File: src/rtl/logic_unit_mxn_seq.sv
// Sequential bitwise logic unit: applies one of eight ops to SETS operand sets, one set per cycle.
// Optional build macro LU_ZERO_FLAGS_EN registers a per-set all-zero flag alongside each result.
module logic_unit_mxn_seq #(
  parameter int WIDTH = 4,
  parameter int SETS  = 2
) (
  input  logic                  clk,
  input  logic                  rst,
  input  logic                  in_valid,
  output logic                  in_ready,
  input  logic [2:0]            op,
  input  logic [SETS*WIDTH-1:0] in1_packed,
  input  logic [SETS*WIDTH-1:0] in2_packed,
  output logic                  out_valid,
  input  logic                  out_ready,
  output logic [SETS*WIDTH-1:0] out_packed,
  output logic                  busy,
  output logic [SETS-1:0]       zero_flags
);

  // state | meaning
  // IDLE  | waiting for a transaction, in_ready high
  // BUSY  | computing one operand set per cycle
  // DONE  | result held until out_ready
  localparam logic [1:0] IDLE = 2'd0;
  localparam logic [1:0] BUSY = 2'd1;
  localparam logic [1:0] DONE = 2'd2;

  localparam int IDX_W = (SETS > 1) ? $clog2(SETS) : 1;
  localparam logic [IDX_W-1:0] IDX_LAST = IDX_W'(SETS - 1);

  logic [1:0]            state_q, state_d;
  logic [IDX_W-1:0]      idx_q, idx_d;
  logic [2:0]            op_q, op_d;
  logic [SETS*WIDTH-1:0] a_q, a_d;
  logic [SETS*WIDTH-1:0] b_q, b_d;
  logic [SETS*WIDTH-1:0] out_q, out_d;
  logic [WIDTH-1:0]      set_res;
  logic                  accept;

  function automatic logic [WIDTH-1:0] set_op(input logic [2:0] o,
                                              input logic [WIDTH-1:0] a,
                                              input logic [WIDTH-1:0] b);
    logic [WIDTH-1:0] r;
    case (o)
      3'b000:  r = a;
      3'b001:  r = ~a;
      3'b010:  r = a & b;
      3'b011:  r = a | b;
      3'b100:  r = ~(a & b);
      3'b101:  r = ~(a | b);
      3'b110:  r = a ^ b;
      default: r = ~(a ^ b);
    endcase
    return r;
  endfunction

  assign accept  = (state_q == IDLE) && in_valid;
  assign set_res = set_op(op_q, a_q[idx_q*WIDTH +: WIDTH], b_q[idx_q*WIDTH +: WIDTH]);

  always_comb begin
    state_d = state_q;
    idx_d   = idx_q;
    op_d    = op_q;
    a_d     = a_q;
    b_d     = b_q;
    out_d   = out_q;
    case (state_q)
      IDLE: begin
        if (in_valid) begin
          op_d    = op;
          a_d     = in1_packed;
          b_d     = in2_packed;
          idx_d   = '0;
          out_d   = '0;
          state_d = BUSY;
        end
      end
      BUSY: begin
        out_d[idx_q*WIDTH +: WIDTH] = set_res;
        if (idx_q == IDX_LAST) begin
          idx_d   = '0;
          state_d = DONE;
        end else begin
          idx_d = idx_q + IDX_W'(1);
        end
      end
      DONE: begin
        if (out_ready) state_d = IDLE;
      end
      default: state_d = IDLE;
    endcase
  end

  always_ff @(posedge clk) begin
    if (rst) begin
      state_q <= IDLE;
      idx_q   <= '0;
      op_q    <= '0;
      a_q     <= '0;
      b_q     <= '0;
      out_q   <= '0;
    end else begin
      state_q <= state_d;
      idx_q   <= idx_d;
      op_q    <= op_d;
      a_q     <= a_d;
      b_q     <= b_d;
      out_q   <= out_d;
    end
  end

`ifdef LU_ZERO_FLAGS_EN
  logic [SETS-1:0] zf_q, zf_d;

  always_comb begin
    zf_d = zf_q;
    if (accept) zf_d = '0;
    else if (state_q == BUSY) zf_d[idx_q] = ~|set_res;
  end

  always_ff @(posedge clk) begin
    if (rst) zf_q <= '0;
    else     zf_q <= zf_d;
  end

  assign zero_flags = zf_q;
`else
  assign zero_flags = '0;
`endif

  assign in_ready   = (state_q == IDLE);
  assign out_valid  = (state_q == DONE);
  assign busy       = (state_q == BUSY);
  assign out_packed = out_q;

endmodule

File: config.mk
export PLATFORM = sky130hd
export DESIGN_NAME = logic_unit_mxn_seq
export DESIGN_NICKNAME = d
export VERILOG_FILES = /design/src/rtl/logic_unit_mxn_seq.sv
export SDC_FILE = /design/constraint.sdc
export NUM_CORES = 1
export LEC_CHECK = 0
export CAP_MARGIN = 20
export CORE_MARGIN = 4
export CORE_UTILIZATION = 50
export CTS_CLUSTER_DIAMETER = 200
export DETAILED_ROUTE_END_ITERATION = 12
export PLACE_DENSITY = 0.79
export SLEW_MARGIN = 20
export SYNTH_ARGS = -nofsm -noshare
export SYNTH_HDL_FRONTEND = slang
export SYNTH_SLANG_ARGS = --single-unit
File: constraint.sdc
create_clock -name clk -period 2.45 [get_ports clk]
set_clock_uncertainty 0.05 [all_clocks]
set_input_delay 0.245 -clock clk [delete_from_list [all_inputs] [get_ports clk]]
set_output_delay 0.245 -clock clk [all_outputs]
set_load 0.05 [all_outputs]
After elaboration in Yosys (flattened, before gate mapping). Index checks and enable logic that the tools add are counted. Widths: inputs -> output; s select.

Add/subtract/negate cells: 2. Equality and inequality tests: 11. Shift-type cells: 4. Multiplexer cells: 11. Bitwise operators: 7. Reductions and logical operators: 6.

Operators by type and width (number): $neg 3->34 (1); $shift 4x34->8 const A (1); $shiftx 4x34->8 (1); $pmux 4 s7 (1); $not 4->4 (4); $pmux 8 s2 (1); $shiftx 8x4->4 (2); $eq 3x3->1 const B (3); $bwmux 8 (1); $mux 8 (1); $eq 3x2->1 const B (2); $mux 2 (3); $pmux 2 s3 (1); $and 4x4->4 (1); $ne 2x1->1 const B (2); $or 4x4->4 (1); $reduce_and 2->1 (2); $xor 4x4->4 (1); $eq 3x1->1 const B (1); $logic_not 3->1 (1); $reduce_and 3->1 (1); $eq 2x1->1 const B (1); $eq 2x2->1 const B (1); $logic_not 2->1 (1); 5 further kinds (6).

Register bits after elaboration: 30. Bits of input ports: 23. Output and inout bits: 13. Word-level logic and storage cells: 47.

Depth between registers and ports, before layout.
Word-level depth: 7. Mapped depth: 8. Depth with buffers taken out: 7.

Worst setup path before layout. Ideal clock, no wire load.

Kind: flip-flop to flip-flop. Start point: register state_q[0]. End point: register out_q[5], in the netlist out_packed[5]. Setup time: 0.095 ns. Arrival: 1.893 ns. Setup slack: 0.412 ns. Stages on the path, launching flop included: 4. Buffers on the path: 0. Clock period less this slack: 2.038 ns. Cells stage by stage: dfxtp_1 -> nor2b_1 -> nand2_1 -> a221oi_1.

Word-level cells in the longest chain between the ends: 3. Elaborated cells between the ends (all ways): 6. Classes of those cells: eq/ne: 2; mux: 1; reduce/logical: 3.

Ends and longest elaborated chain: start, declared (line 32) `logic [1:0] state_q, state_d;`; start signal, assigned (line 104) `state_q <= state_d;`; $eq 2x1->1 (*); via busy (line 17) `output logic busy,`; $reduce_bool 2->1 (no source line); $reduce_and 2->1 (no source line); end signal, assigned (line 109) `out_q <= out_d;`; end, declared (line 37) `logic [SETS*WIDTH-1:0] out_q, out_d;`.

The timed path passes the listed nets; every way through them passes the cells marked *. A chain may end at the register's enable or synchronous reset.

Worst setup path after layout.
Start point: register idx_q. End point: register out_q[2], in the netlist out_packed[2].

Word-level cells in the longest chain between the ends: 7. Elaborated cells between the ends (all ways): 15. Classes of those cells: add/sub: 1; shift: 4; mux: 3; bitwise: 7.

Ends and longest elaborated chain: start, declared (line 33) `logic [IDX_W-1:0] idx_q, idx_d;`; start signal, assigned (line 105) `idx_q <= idx_d;`; $shiftx 8x4->4 (line 59) `assign set_res = set_op(op_q, a_q[idx_q*WIDTH +: WIDTH], b_q[idx_q*WIDTH +: WIDTH]);`; $xor 4x4->4, or another cell as far along (line 52, 53); $not 4->4 (on tied branches) (line 53, 50, 51); $pmux 4 s7 (line 45) `case (o)`; $shiftx 4x34->8 (line 80) `out_d[idx_q*WIDTH +: WIDTH] = set_res;`; $bwmux 8 (*) (line 80); $pmux 8 s2 (*) (line 68) `case (state_q)`.

Every way passes the cells marked *; elsewhere a longest branch is shown, timed or not.

==> metrics.md <==
| Metric | Value |
|---|---|
| Hold depth | `3` |
| Seq/Total Area, Yosys | `36.1%` |
| Pre-antenna DRT Iters | `4` |
| DP HPWL | `2.74 mm` |
| Synth Cell Area | `1660 sq um` |
| DRC | `0` |
| Startpoint Class | `flop` |
| Final ANT Viol Nets | `0` |
| Final Setup Violations | `0` |
| Stages on the worst setup path | `6` |
| Final min period | `2.18 ns` |
| Clock share of power | `27.0%` |
| Chip width | `65.6 um` |
| Fmax | `458 MHz` |
| Power per Cell Area | `548 nW/um^2` |
| Gr usage total | `18.2%` |
| Psw | `0.351 mW` |
| Vias in the first global route | `1342` |
| Total CTS buffers | `5` |
| # port buffers | `33` |
| Critical Path Max Stage Delay | `0.56 ns` |
| Largest net degree at the start of global routing | `26` |
| Die area | `4310 sq um` |
| Nets | `270` |
| Async SR Flop Fraction | `0%` |
| Net Sw Frac | `31.1%` |
| Fin crit share | `89.0%` |
| Slew headroom | `60.8%` |
| Number of setup buffers added after CTS | `0` |
| Row Count | `20` |
| CP startpoint | `idx_q` |
| Final instance area | `2060 sq um` |
| Fin. Hold Viols | `0` |
| Area share of the largest cell type after synthesis | `36.1%` |
| RR Endpoint | `out_packed[2]` |
| I/O Pins | `36` |
| Critical path type | `flop to flop` |
| Initial DRC Count | `68` |
| Area leader, netlist | `dfxtp_1` |
| Final WL | `3.51 mm` |
| Via count | `1484` |
| Antenna diodes | `0` |
| Main synth FF type | `dfxtp_1` |
| Worst-case reg-to-reg path depth | `6` |
| Share of layout cells above drive strength 1 | `9.17%` |
| Max clock buf depth | `2` |
| Max H-tree Level | `2` |
| Most frequent cells in the layout | `nand2_1 (46), clkdlybuf4s50_1 (32), dfxtp_1 (30)` |
| Post-synth cell types | `43` |
| FF+latch count, synth | `30` |
| Area contributors post-synth | `dfxtp_1 (36%), nand2_1 (10%), a21oi_1 (7.5%)` |
| R2R Path Start | `idx_q` |
| Peak supply drop | `0.302 mV` |
| Critical Path AT | `2.33 ns` |
| Avg Cell Area, Syn | `7.95 sq um` |
| Leak | `0.840 nW` |
| Root buffer cell | `clkbuf_4` |
| Dpl ws | `0.292 ns` |
| CP endpoint | `out_packed[2]` |
| Total grt overflow | `0` |
| Outcome | `finished, final reports clean` |
| Worst-margin pin slew | `0.587 ns` |
| Core area | `3130 sq um` |
| Post-route setup TNS | `0 ns` |
| R2r setup slk | `0.27 ns` |
| Final Wtd Congestion | `0.909` |
| Logic pwr share | `24.4%` |
| Cts-stage hold buffer count | `0` |
| Avg Vias per Cell | `5.23` |
| Slowest CP cell | `dfxtp_1` |
| Crit path capture type | `flop` |
| Worst setup slack after layout | `0.269 ns` |
| EDFF count, synth | `0` |
| WP data required | `2.60 ns` |
| Max_cap viols | `0` |
| Syn. warnings | `0` |
| Initial antenna violation count | `0` |
| Hold Crit Class | `input port to flop` |
| Total chip power | `1.13 mW` |
| Area Growth Syn to Fin | `24.0%` |
| Hold Slack | `0.409 ns` |
| Clock slew at reported path FFs | `0.09 ns` |
| Filler instances | `287` |
| Die height | `65.6 um` |
| Crit path max-delay family | `flip-flops` |
| Fin. max-slew vios | `0` |
| Sequential Area | `601 sq um` |
| Clock sink count | `30` |
| Worst Path Max Fanout | `7` |
| Internal power | `0.778 mW` |
| CTS tree | `done` |
| Latest clock arrival within the worst-skew pair | `0.32 ns` |
| Area of the multi-input gates | `945 sq um` |
| DP Area | `2000 sq um` |
| First-pass GRT wire length | `6.02 mm` |
| Initial core utilization | `53.1%` |
| Commonest non-fill, non-tap cell in the layout | `nand2_1` |
| RSZ-0062 raised after global routing | `false` |
| Mapped Cells | `209` |
| Mean routed wirelength per cell | `12.3 um` |
| Crit path buf inv count | `1` |
| CP Cell Sequence | `mux2_2 -> inv_1 -> ha_1 -> a32o_1 -> nor3b_1 -> a211oi_1` |
| Seq pwr share | `48.6%` |
==> cell families (layout without fill, tap and decap cells) <==
group | Yosys count | in the layout | synth area share [%]
and+or+nand+nor | 89 | 89 | 25.2
AOI/OAI and AO/OA | 46 | 46 | 18.5
DFF | 30 | 30 | 36.1
buffers and inverters | 25 | 55 | 7.53
muxes | 10 | 10 | 6.33
adders and majority gates | 8 | 8 | 6.02
other | 1 | 2 | 0.226
==> final cells by class <==
class | count | area share (%)
Clock buffer | 7 | 2.67
Clock inverter | 1 | 0.243
Inverter | 10 | 1.82
Multi-Input combinational cell | 155 | 45.8
Sequential cell | 30 | 29.1
Tap cell | 44 | 2.67
Timing Repair Buffer | 37 | 17.6
==> through the flow <==
| step | util [%] | cells |
|---|---|---|
| floorplan | - | 210 |
| global placement | 63.9 | 276 |
| detailed placement | 63.9 | 276 |
| CTS | 65.8 | 284 |
| global route | 65.9 | 284 |
| finish | 65.9 | 284 |
==> tightest hold or removal path, delay by kind of cell <==
kind                   cells  cell delay [ns]
buffers and inverters      1             0.40
AND/OR/NAND/NOR            1             0.05
AO/OA/AOI/OAI              1             0.05
==> flip-flops by register name (all words and copies together), names as in the netlist <==
name and flops:
state_q 2, op_q 3, idx_q 1, a_q 8, b_q 8, out_packed 8
==> how the worst min path moves through the flow <==
stage | from | end | slack [ns]
2_1_floorplan | in1_packed[6] | a_q[6] | 0.33
3_3_place_gp | a_q[2] | a_q[2] | 0.40
3_5_place_dp | b_q[1] | b_q[1] | 0.40
4_1_cts | in1_packed[0] | a_q[0] | 0.40
5_1_grt | in1_packed[6] | a_q[6] | 0.40
6_report | in1_packed[6] | a_q[6] | 0.41
==> Yosys cell counts (2+ instances only) <==
master     n
nand4b_1   2
nor2_1    14
nor3_1     3
a211oi_1   2
nor3b_1    2
buf_4      3
ha_1       8
a32o_1     2
clkbuf_1   5
o21ai_2    2
mux2i_1    8
nand2_1   46
a31oi_1    2
nand2b_1   5
nor2b_1    3
and2_1     3
buf_6      2
buf_2      4
dfxtp_1   30
inv_1      9
o21a_1     3
nand3_1    5
a21oi_1   25
a221oi_1   2
==> power groups by stage <==
stage	combinational [mW]	clock [mW]	sequential (mW)
2_1_floorplan	0.180	0	0.569
3_3_place_gp	0.272	0	0.560
3_5_place_dp	0.275	0	0.561
4_1_cts	0.277	0.314	0.549
5_1_grt	0.305	0.333	0.555
6_report	0.275	0.304	0.549
==> timing repair <==
item | in CTS | in global routing
hold endpoints to repair | 0 | 0
setup endpoints to repair | 0 | 1
resized for setup | 0 | 1
==> layer usage <==
metal / up-vias / wire length (um) / track usage, %
met1: 665 / 1640 / 23.2
met2: 37 / 1590 / 27.3
met5: - / 0 / 0
met3: 11 / 177 / 6.15
li1: 771 / - / -
met4: 0 / 103 / 8.29
Note: power is estimated with default switching activity, not from simulation.
